### src/rtl/hazard_unit.sv
// Pipeline hazard/flow controller: load-use stall, redirect flush, SYSCALL drain
// sequencing, EX operand forwarding selects and saturating stall/flush counters.
module hazard_unit #(
    parameter int DRAIN_CYCLES = 3,
    parameter int CNT_W        = 32
) (
    input  logic             i_clk,
    input  logic             i_rst_b,
    input  logic [4:0]       i_id_rs,
    input  logic [4:0]       i_id_rt,
    input  logic             i_id_uses_rs,
    input  logic             i_id_uses_rt,
    input  logic             i_id_sys,
    input  logic [4:0]       i_ex_rs,
    input  logic [4:0]       i_ex_rt,
    input  logic             i_ex_memRead,
    input  logic             i_ex_regWrite,
    input  logic [4:0]       i_ex_dest,
    input  logic             i_ex_redirect,
    input  logic             i_mem_regWrite,
    input  logic [4:0]       i_mem_dest,
    input  logic             i_wb_regWrite,
    input  logic [4:0]       i_wb_dest,
    output logic             o_stall_if_id,
    output logic             o_bubble_ex,
    output logic             o_flush_if_id,
    output logic [1:0]       o_fwd_a,
    output logic [1:0]       o_fwd_b,
    output logic             o_sys_fire,
    output logic [CNT_W-1:0] o_stall_count,
    output logic [CNT_W-1:0] o_flush_count
);
    localparam int DW = (DRAIN_CYCLES > 1) ? $clog2(DRAIN_CYCLES) : 1;

    typedef enum logic [1:0] {RUN, SYS_DRAIN, SYS_FIRE} state_t;

    state_t          r_state, w_next_state;
    logic [DW-1:0]   r_drain_cnt, w_next_cnt;
    logic [CNT_W-1:0] r_stall_cnt, r_flush_cnt;
    logic            w_load_use;
    logic            w_unused;

    // The EX write-enable is carried for completeness; only loads matter for stalls.
    assign w_unused = i_ex_regWrite;

    assign w_load_use = i_ex_memRead && (i_ex_dest != 5'd0) &&
                        ((i_id_uses_rs && (i_id_rs == i_ex_dest)) ||
                         (i_id_uses_rt && (i_id_rt == i_ex_dest)));

    function automatic logic [1:0] fwd_sel(input logic [4:0] src,
                                           input logic mem_we, input logic [4:0] mem_d,
                                           input logic wb_we,  input logic [4:0] wb_d);
        if (mem_we && (mem_d != 5'd0) && (mem_d == src))     return 2'b10;
        else if (wb_we && (wb_d != 5'd0) && (wb_d == src))   return 2'b01;
        else                                                 return 2'b00;
    endfunction

    assign o_fwd_a = fwd_sel(i_ex_rs, i_mem_regWrite, i_mem_dest, i_wb_regWrite, i_wb_dest);
    assign o_fwd_b = fwd_sel(i_ex_rt, i_mem_regWrite, i_mem_dest, i_wb_regWrite, i_wb_dest);

    always_ff @(posedge i_clk) begin
        if (!i_rst_b) begin
            r_state     <= RUN;
            r_drain_cnt <= '0;
        end else begin
            r_state     <= w_next_state;
            r_drain_cnt <= w_next_cnt;
        end
    end

    always_comb begin
        w_next_state  = r_state;
        w_next_cnt    = r_drain_cnt;
        o_stall_if_id = 1'b0;
        o_bubble_ex   = 1'b0;
        o_flush_if_id = 1'b0;
        o_sys_fire    = 1'b0;
        // A redirect kills whatever sits in ID, including a pending SYSCALL.
        if (i_ex_redirect) begin
            o_flush_if_id = 1'b1;
            o_bubble_ex   = 1'b1;
            w_next_state  = RUN;
        end else begin
            case (r_state)
                RUN: begin
                    if (i_id_sys) begin
                        o_stall_if_id = 1'b1;
                        o_bubble_ex   = 1'b1;
                        w_next_state  = SYS_DRAIN;
                        w_next_cnt    = DW'(DRAIN_CYCLES - 1);
                    end else if (w_load_use) begin
                        o_stall_if_id = 1'b1;
                        o_bubble_ex   = 1'b1;
                    end
                end
                SYS_DRAIN: begin
                    o_stall_if_id = 1'b1;
                    o_bubble_ex   = 1'b1;
                    if (r_drain_cnt == '0) w_next_state = SYS_FIRE;
                    else                   w_next_cnt   = r_drain_cnt - 1'b1;
                end
                SYS_FIRE: begin
                    o_sys_fire   = 1'b1;
                    o_bubble_ex  = 1'b1;
                    w_next_state = RUN;
                end
                default: w_next_state = RUN;
            endcase
        end
    end

    always_ff @(posedge i_clk) begin
        if (!i_rst_b) begin
            r_stall_cnt <= '0;
            r_flush_cnt <= '0;
        end else begin
            if (o_stall_if_id && (r_stall_cnt != '1)) r_stall_cnt <= r_stall_cnt + CNT_W'(1);
            if (o_flush_if_id && (r_flush_cnt != '1)) r_flush_cnt <= r_flush_cnt + CNT_W'(1);
        end
    end

    assign o_stall_count = r_stall_cnt;
    assign o_flush_count = r_flush_cnt;
endmodule

### config.mk
export PLATFORM = sky130hd
export DESIGN_NAME = hazard_unit
export DESIGN_NICKNAME = d
export VERILOG_FILES = /design/src/rtl/hazard_unit.sv
export SDC_FILE = /design/constraint.sdc
export NUM_CORES = 1
export LEC_CHECK = 0
export BUFFER_PORTS_ARGS = -buffer_cell sky130_fd_sc_hd__buf_2
export CAP_MARGIN = 0
export CORE_AREA = 4 4 105 107
export CTS_CLUSTER_DIAMETER = 100
export DETAILED_ROUTE_END_ITERATION = 10
export DIE_AREA = 0 0 109 111
export PLACE_DENSITY = 0.64
export SETUP_SLACK_MARGIN = 0.4
export SYNTH_ARGS = -nofsm -noshare
export SYNTH_HDL_FRONTEND = slang
export SYNTH_SLANG_ARGS = --single-unit
### constraint.sdc
create_clock -name i_clk -period 2.1 [get_ports i_clk]
set_input_delay 0.21 -clock i_clk [delete_from_list [all_inputs] [get_ports i_clk]]
set_output_delay 0.21 -clock i_clk [all_outputs]
set_load 0.05 [all_outputs]
==> results of run 1 <==
## layout by cell type, fill, tap and decap left out, types with 18 or more instances in the layout
cell type and n:
sky130_fd_sc_hd__buf_6 44, sky130_fd_sc_hd__or4_4 18, sky130_fd_sc_hd__nand4_1 22, sky130_fd_sc_hd__nand2_1 26
sky130_fd_sc_hd__buf_2 102, sky130_fd_sc_hd__xor2_1 29, sky130_fd_sc_hd__o31ai_1 18, sky130_fd_sc_hd__nor2_1 34
sky130_fd_sc_hd__dfxtp_4 48, sky130_fd_sc_hd__nand3_1 20, sky130_fd_sc_hd__xnor2_1 24, sky130_fd_sc_hd__buf_4 84
## registers in the layout (all words and copies together) (netlist names)
register	count
o_flush_count	32
r_state	2
o_stall_count	32
r_drain_cnt	2
## worst max-delay path by stage
stage                                               from                             end  depth (start not counted)
after floorplan                             i_ex_dest[1]                   o_stall_if_id                          7
after global placement                      i_ex_dest[1]                   o_stall_if_id                          8
after detailed placement                    i_ex_dest[1]   o_stall_count[8]$_SDFFE_PN0P_                         10
after CTS                        r_state[1]$_SDFFE_PP0P_  o_stall_count[27]$_SDFFE_PN0P_                          9
after global routing      o_stall_count[17]$_SDFFE_PN0P_  o_stall_count[31]$_SDFFE_PN0P_                          7
final                     o_stall_count[17]$_SDFFE_PN0P_  o_stall_count[31]$_SDFFE_PN0P_                          7
## per-layer routing
metal | part of all wire [%] | track usage (%) | routed length, um
met5 | 0 | 0 | 0
met3 | 4.5 | 3.727 | 640
met2 | 53 | 37.31 | 7587
met1 | 39 | 24.37 | 5597
met4 | 2.9 | 6.650 | 410
## power by group
group | internal, W | total (W) | switching (W)
combinational | 0.000298 | 0.000595 | 0.000297
clock | 0.000571 | 0.00108 | 0.000509
sequential | 0.00124 | 0.00126 | 0.0000128
total | 0.00211 | 0.00293 | 0.000819
## stage by stage
stage	cells	setup slack (ns)
6_report	842	-0.1334
5_1_grt	842	-0.1988
4_1_cts	815	0.003231
3_5_place_dp	747	-0.1380
3_3_place_gp	747	-0.07741
2_1_floorplan	473	-0.05828
## worst max-delay path, cell delays in order, from the launching register on
cell	delay, ns
sky130_fd_sc_hd__dfxtp_4	0.37
sky130_fd_sc_hd__nand4_1	0.24
sky130_fd_sc_hd__buf_4	0.24
sky130_fd_sc_hd__nor4_4	0.29
sky130_fd_sc_hd__buf_4	0.18
sky130_fd_sc_hd__nand4_1	0.13
sky130_fd_sc_hd__or4_2	0.56
sky130_fd_sc_hd__a21oi_1	0.15
## cells in the mapped netlist, types with 12 or more instances
library cell | number | area share (%)
sky130_fd_sc_hd__nand4_1 | 22 | 3.5
sky130_fd_sc_hd__o31ai_1 | 24 | 4.5
sky130_fd_sc_hd__xor2_1 | 29 | 6.4
sky130_fd_sc_hd__clkbuf_1 | 12 | 1.1
sky130_fd_sc_hd__nand2_1 | 30 | 2.8
sky130_fd_sc_hd__or4_1 | 17 | 3.2
sky130_fd_sc_hd__a21oi_1 | 27 | 3.4
sky130_fd_sc_hd__dfxtp_1 | 68 | 34
sky130_fd_sc_hd__nand3_1 | 34 | 4.3
sky130_fd_sc_hd__xnor2_1 | 26 | 5.7
sky130_fd_sc_hd__nor2_1 | 39 | 3.7
sky130_fd_sc_hd__inv_1 | 15 | 1.4
## cells by family (layout without fill, tap and decap cells)
kind of cell	Yosys count	count (layout)	share of synthesized area (%)
buffers and inverters	41	274	6.084
and+or+nand+nor	213	213	29.89
muxes	5	5	1.261
xor gates and xnor gates	55	55	12.14
adders and majority gates	7	7	2.207
DFF	68	68	34.30
AOI/OAI and AO/OA	84	84	14.12
## layout make-up
| type | instances | area, sq um | share of cell area (%) |
|---|---|---|---|
| clock inverters | 3 | 38.79 | 0.5534 |
| inverters | 15 | 61.31 | 0.8747 |
| flip-flops and latches | 68 | 1558 | 22.22 |
| well taps | 136 | 170.2 | 2.428 |
| repair buffers | 244 | 1917 | 27.35 |
| multi-input cells | 364 | 3119 | 44.50 |
| clock buffers | 12 | 145.1 | 2.071 |
## repair_timing
item                       in CTS  in global routing
buffers inserted               50                 25
pin swaps                      75                 53
gates resized for setup       102                 91
cloned                          3                  2
setup endpoints to repair      69                 70
==> flow_results.org, run 1 <==
** Final layout
- Fraction of final layout cells with drive strength greater than 1 :: 62.32%
- Growth of design area from synthesis to finish :: 76.61%
- Cells fill 69.13% of the core in the end.
- At the end of the flow, the number of nets in the layout was 754.
- Area of all placed cells without fillers :: 0.007009 sq mm
- Filler Cells Inserted :: 728
- ANT cells :: 0

** Logic synthesis
- Yosys printed 0 warnings.
- Synthesized area :: 0.003969 sq mm
- Averaged over all synthesized cells, the footprint is 8.391 sq um.
- Synthesis instantiated 51 different standard cells from the library.
- For this run, asynchronously set or reset flops after synthesis account for 0%.
- Sequential cells were found to cover 34.30% of the synthesized design area.
- Post-synth EDFFs :: 0
- The synthesized design contains 68 register bits.
- For this run, the leading register cell type out of synthesis is sky130_fd_sc_hd__dfxtp_1.
- Synth Instances :: 473
- Post-synth net total :: 525

** Routing
- In the routed layout, each cell is associated on average with a via count of 5.479.
- Detailed router's first-iteration violation count :: 194
- In the final routed layout, each cell accounts on average for 16.91 um.
- The routed layout has 4613 vias.
- The final layout contains routed wiring with a total length of 14.24 mm.
- Routed Antenna Nets :: 0
- The first detailed-routing pass took 4 iterations.
- For this run, design rule violations remaining after detail routing come to 0.

** Hold path
- Along the worst hold path, the cell count comes to 3.
- In this run the most critical hold path is launched from i_id_sys.
- Worst min-delay path category :: in2reg
- Hold endpoint :: r_state[0]$_SDFFE_PP0P_

** Clock tree
- Counting along the longest clock path gives a buffer depth of 2.
- Clock root buffer :: sky130_fd_sc_hd__clkbuf_8
- Clock input transition at the sequential cells of the worst setup and hold paths :: 0.08 ns
- Post-CTS Hold Fix Bufs :: 0
- In this run, CTS created clock tree buffers numbering 9.
- TritonCTS clock tree :: built
- The H-tree was split into 3 levels.
- Latest clock arrival within the worst-skew pair :: 0.35 ns
- Counting every sink on the clock net gives 68.

** Setup path
- Worst flop-to-flop path endpoint :: o_stall_count[31]$_SDFFE_PN0P_
- For the worst setup path, the data arrival time is 2.51 ns.
- The worst setup path is launched from a register.
- Along the worst path, the maximum fanout reaches 4.
- In this run the critical register-to-register path is launched from o_stall_count[17]$_SDFFE_PN0P_.
- Critical Setup Path Class :: reg2reg
- Reg2Reg Depth :: 7
- The setup check on the worst reg-to-reg path leaves a slack of -0.13 ns.
- Crit path capture type :: register
- At the worst endpoint, the required time is 2.38 ns.

** Floorplan
- Initial core utilization :: 39.15%
- The floorplan step set the die width to 109 um.
- The floorplan has 37 rows.
- The region available for standard cell placement spans 0.01014 sq mm.
- Ports :: 117
- Die ar. :: 0.01210 sq mm
- Vertical extent of the die :: 111 um

** STA
- Measured against its own limit, the worst slew margin works out to 73.15%.
- Setup slack after layout :: -0.1334 ns
- For the pin with the worst max-slew slack, the measured transition is 0.4028 ns.
- Setup repair after global routing could not meet its margin everywhere.
- Based on the critical path, the design can be clocked at up to 447.7 MHz.
- Summed negative setup slack over all endpoints :: -0.6392 ns
- Hold is met by 0.2039 ns.
- Setup-failing EPs final :: 11
- The smallest clock period supported by the final layout is computed as 2.233 ns.
- Between clock sinks in the finished design, the worst skew comes to 0.01397 ns.
- The number of hold violations in the final report came to 0.
- Slew Limit Fails :: 0
- Share of the clock period used by the worst path after layout :: 106.4%

** Run status
- Run status :: finished with violations
- The checks that failed: setup timing.

** Placement
- Summed over all nets, the half-perimeter wirelength after detailed placement is 8.226 mm.
- The congestion estimate from routability-driven global placement came to 0.8162.
- In this run the tool buffered the top-level ports with 115 buffer cells.
- Once placement finished, the instance area stood at 0.005326 sq mm.

** Global routing
- The initial antenna violation count came to 0.
- Total congestion overflow after global routing :: 0
- The first global-routing pass estimated 20.73 mm of wire.
- The via count of the first global-routing pass was 4467.
- Global routing used 20.74% of the available tracks across all layers.
- Entering global routing, the biggest net connects 26 pins.

** Power
- Worst IR drop on VDD :: 0.3970 mV
- Summing internal, switching and leakage power gives 0.002930 W.
- For this design the ratio of total power to cell area is 418.1 mW/mm^2.
- Leakage power figure :: 2.884 nW

** Job
- Number of maximum-capacitance constraint violations :: 0
No activity file was read; power rests on OpenSTA's default activity.
==> run 2: changes to the inputs <==
--- a/config.mk
+++ b/config.mk
@@ -5,13 +5,15 @@
 export SDC_FILE = /design/constraint.sdc
 export NUM_CORES = 1
 export LEC_CHECK = 0
+export ABC_AREA = 1
 export BUFFER_PORTS_ARGS = -buffer_cell sky130_fd_sc_hd__buf_2
 export CAP_MARGIN = 0
-export CORE_AREA = 4 4 105 107
+export CORE_AREA = 4 4 82 160
 export CTS_CLUSTER_DIAMETER = 100
 export DETAILED_ROUTE_END_ITERATION = 10
-export DIE_AREA = 0 0 109 111
-export PLACE_DENSITY = 0.64
+export DIE_AREA = 0 0 86 164
+export GPL_TIMING_DRIVEN = 0
+export PLACE_DENSITY = 0.62
 export SETUP_SLACK_MARGIN = 0.4
 export SYNTH_ARGS = -nofsm -noshare
 export SYNTH_HDL_FRONTEND = slang
==> run 2 against run 1 <==
Net effect:
- the run now ends clean
- sequential share of layout area fell by 0.37 points
- critical endpoint is now o_stall_count[6]$_SDFFE_PN0P_
- hold slack improved by 0.021 ns
- total power rose by 12%
- cell area fell by 0.11%
- clock skew fell by 0.0036 ns
- register-to-register slack improved by 0.38 ns
- clock-buffer cell count did not move
- global-route usage rose by 3.3 points
- first-iteration DRC count rose by 28%
- area after synthesis rose by 17%
- largest power group is now the clock network
- fmax rose by 21%
- die area rose by 17%
- critical path type unchanged
==> flow_results.org, run 2 <==
** Clock tree
- The number of sinks on the clock net came to 68 (unchanged).
- The clock latency reported for the late side of the worst-skew pair was 0.34 ns (about the same).
- # H-tree levels :: 3 (unchanged)
- The largest buffer count on any clock path is 2 (unchanged).
- TritonCTS clock tree :: built
- Clock tree synthesis selected as its root buffer the cell sky130_fd_sc_hd__clkbuf_16.
- Clock input transition at the sequential cells of the worst setup and hold paths :: 0.06 ns (-0.02 ns)
- The number of buffers inserted by hold repair at cts is 0 (unchanged).
- The TritonCTS buffer count came to 9 (unchanged).

** STA
- Share of the clock period used by the worst path after layout :: 88.11% (-18 points)
- Setup slack after layout :: 0.2498 ns (+0.3832 ns)
- The minimum period implied by the final worst setup slack is 1.850 ns (-0.3832 ns).
- Summed negative setup slack over all endpoints :: 0 ns (+0.6392 ns)
- The tightest slew margin relative to the limit is 43.57% (-30 points).
- The actual transition at the worst max-transition pin came to 0.8464 ns (+0.4436 ns).
- Setup-failing EPs final :: 0 (-11)
- Slew Limit Fails :: 0 (unchanged)
- The worst hold-check slack is 0.2251 ns (+0.02120 ns).
- Setup repair after global routing missed its margin :: yes
- The number of hold violations in the final report is 0 (unchanged).
- Fmax achieved :: 540.5 MHz (+21%)
- The worst clock skew is 0.01035 ns (-0.003624 ns).

** Floorplan
- Die Wd :: 86 um (-21%)
- The area of the die came to 0.01410 sq mm (+17%).
- The die boundary height came to 164 um (+48%).
- Ports :: 117 (unchanged)
- The placeable core area was 0.01184 sq mm (+17%).
- The floorplan row count was 56 (+51%).
- The effective utilization at floorplan is 39.12% (about the same).

** Setup path
- Worst Setup Start Kind :: register
- The largest fanout on the critical path came to 7 (+3).
- STA classifies the critical path endpoint as a register.
- FF-to-FF setup slack :: 0.25 ns (+0.38 ns)
- Worst flop-to-flop path endpoint :: o_stall_count[6]$_SDFFE_PN0P_
- The critical path data arrival time is 2.11 ns (-0.40 ns).
- In this run the critical register-to-register path is launched from o_stall_count[25]$_SDFFE_PN0P_.
- Critical Setup Path Class :: reg2reg
- The worst reg2reg path depth came to 11 (+4).
- The required time of the worst setup path came to 2.36 ns (-0.02 ns).

** Logic synthesis
- Synthesized area :: 0.004632 sq mm (+17%)
- Post-synth net total :: 771 (+47%)
- Share of flip-flops with an asynchronous set or reset after synthesis :: 0% (unchanged)
- The number of warning messages in the yosys log was 0 (unchanged).
- Portion of synthesized cell area occupied by the leading cell type :: 29.39% (-4.9 points)
- Distinct cells, synth :: 38 (-25%)
- The number of flops mapped to enable cells by yosys was 0 (unchanged).
- The most used flip-flop cell after synthesis is sky130_fd_sc_hd__dfxtp_1.
- Synth Instances :: 719 (+52%)
- The register bit count reported by yosys is 68 (unchanged).
- Most repeated cell in the gate-level netlist after synthesis :: sky130_fd_sc_hd__nand2_1
- By count the netlist is led by sky130_fd_sc_hd__nand2_1, sky130_fd_sc_hd__nor2_1, sky130_fd_sc_hd__dfxtp_1, sky130_fd_sc_hd__inv_1, sky130_fd_sc_hd__a21oi_1.
- Average cell area after synthesis :: 6.442 sq um (-23%)
- Part of the Yosys area used for sequential elements :: 29.39% (-4.9 points)
- By area the synthesized netlist is led by sky130_fd_sc_hd__dfxtp_1, sky130_fd_sc_hd__nand2_1, sky130_fd_sc_hd__nor2_1.
- Largest area contributor in the netlist :: sky130_fd_sc_hd__dfxtp_1

** Global routing
- Wire length of the first global-routing pass :: 26.22 mm (+26%)
- The largest net degree at the start of global routing came to 13 (-50%).
- The aggregate global routing overflow is 0 (unchanged).
- Vias in the first global route :: 5448 (+22%)
- The global-route usage over all layers was 24.06% (+3.3 points).
- The initial antenna violation count is 0 (unchanged).

** Hold path
- Worst hold path stage count :: 4 (+1)
- In this run the worst hold path is classified as in2reg.
- The path with the worst hold slack has its endpoint at r_state[0]$_SDFFE_PP0P_.
- Start point of the worst min-delay path :: i_ex_redirect

** Placement
- Final weighted congestion in routability-driven placement :: 1.047 (+28%)
- The area after detailed placement came to 0.005669 sq mm (+6.4%).
- The setup slack at placement is 0.1435 ns (+0.2815 ns).
- The detailed placement HPWL is 12.89 mm (+57%).
- The count of port buffers added during placement is 115 (unchanged).

** Final layout
- Nets :: 944 (+25%)
- In the layout the commonest cells are sky130_fd_sc_hd__nand2_1, sky130_fd_sc_hd__buf_2, sky130_fd_sc_hd__nor2_1.
- The fraction of final layout cells sized beyond drive strength 1 came to 43.03% (-19 points).
- The final cell area excluding filler cells was 0.007002 sq mm (-0.11%).
- From synthesis to final layout, the design area changed by 51.16%.
- The total inserted antenna cells is 0 (unchanged).
- Most common cell after layout, fill and taps aside :: sky130_fd_sc_hd__nand2_1

** Routing
- The number of DRC markers in iteration 0 was 248 (+28%).
- Total detailed-routing wirelength :: 17.68 mm (+24%)
- DR vias/cell :: 5.381 (-1.8%)
- The number of iterations in the first detailed-routing pass was 5 (+1).
- Via count of the routed design :: 5607 (+22%)
- The post-detailed-route wirelength per cell came to 16.97 um (+0.37%).
- Routed Antenna Nets :: 0 (unchanged)
- The number of design rule violations left after detail routing came to 0 (unchanged).

** Power
- Leakage power figure :: 2.955 nW (+2.5%)
- The power per cell area was 469.5 mW/mm^2 (+12%).
- Worst IR drop on VDD :: 0.4153 mV (+4.6%)

** Run status
- The run finished with clean final reports.

** Job
- Number of maximum-capacitance constraint violations :: 0 (unchanged)
-- run 2: final cells by class --
| type | instances | area [sq um] |
|---|---|---|
| fillers | 1129 | 4840 |
| clock buffers | 12 | 246.5 |
| repair buffers | 162 | 1067 |
| clock inverters | 4 | 26.28 |
| well taps | 145 | 181.4 |
| multi-input cells | 557 | 3508 |
| flip-flops and latches | 68 | 1530 |
| inverters | 72 | 277.8 |
| plain buffers | 22 | 163.9 |
-- run 2: per-stage QoR --
step / std cells / util, % / total power [W]
CTS: 1024 / 54.22 / 0.003224
finish: 1042 / 59.13 / 0.003287
floorplan: 719 / - / 0.001586
detailed placement: 979 / 47.88 / 0.001735
global placement: 979 / 47.88 / 0.001725
global route: 1042 / 59.13 / 0.003405
-- run 2: worst max path at each step --
stage                                              start                             end  slack (ns)  cells past startpoint
after global routing      o_stall_count[25]$_SDFFE_PN0P_  o_stall_count[20]$_SDFFE_PN0P_        0.19                     11
after floorplan                            i_mem_dest[0]                      o_fwd_a[0]        0.31                      4
after CTS                  o_stall_count[1]$_SDFFE_PN0P_  o_stall_count[27]$_SDFFE_PN0P_        0.34                     12
after global placement     o_stall_count[2]$_SDFFE_PN0P_  o_stall_count[21]$_SDFFE_PN0P_        0.13                      7
final                     o_stall_count[25]$_SDFFE_PN0P_   o_stall_count[6]$_SDFFE_PN0P_        0.25                     11
after detailed placement  o_flush_count[11]$_SDFFE_PN0P_  o_flush_count[22]$_SDFFE_PN0P_        0.14                      9
-- run 2: layer usage --
layer / wire length, um / vias up / part of all wire (%) / global-route usage, %
li1: - / 2708 / - / -
met1: 5667 / 2609 / 32 / 21.57
met5: 0 / - / 0 / 0
met4: 1411 / 0 / 8.0 / 18.01
met2: 9771 / 213 / 55 / 46.52
met3: 832 / 77 / 4.7 / 3.414
-- run 2: critical path, stage by stage (launching register included) --
cell and delay, ns:
sky130_fd_sc_hd__dfxtp_4 0.39, sky130_fd_sc_hd__nand2_4 0.06, sky130_fd_sc_hd__inv_4 0.06, sky130_fd_sc_hd__nand3_4 0.07
sky130_fd_sc_hd__nor4_4 0.30, sky130_fd_sc_hd__nand4_1 0.15, sky130_fd_sc_hd__buf_6 0.16, sky130_fd_sc_hd__nand3_4 0.10
sky130_fd_sc_hd__buf_12 0.16, sky130_fd_sc_hd__clkbuf_16 0.14, sky130_fd_sc_hd__nand2_1 0.04, sky130_fd_sc_hd__a21oi_1 0.12
-- run 2: power by group --
part / total, W / switching (W) / internal, W
sequential: 0.00128 / 0.0000148 / 0.00126
combinational: 0.000575 / 0.000342 / 0.000233
clock: 0.00143 / 0.000602 / 0.000831
-- run 2: repair_timing --
item / 4_1_cts / 5_1_grt
endpoints found under the setup margin: 59 / 68
pin swaps: 19 / 43
setup buffers: 28 / 15
gates resized for setup: 55 / 111
cloned: 1 / 3
-- run 2: logic make-up (layout without fill, tap and decap cells) --
group                      after synthesis  count (layout)  share of synthesized area, %
AOI/OAI and AO/OA                       78              78                         8.887
and+or+nand+nor                        414             414                         40.25
buffers and inverters                   94             272                         8.617
adders and majority gates                7               7                         1.891
DFF                                     68              68                         29.39
xor gates and xnor gates                58              58                         10.97
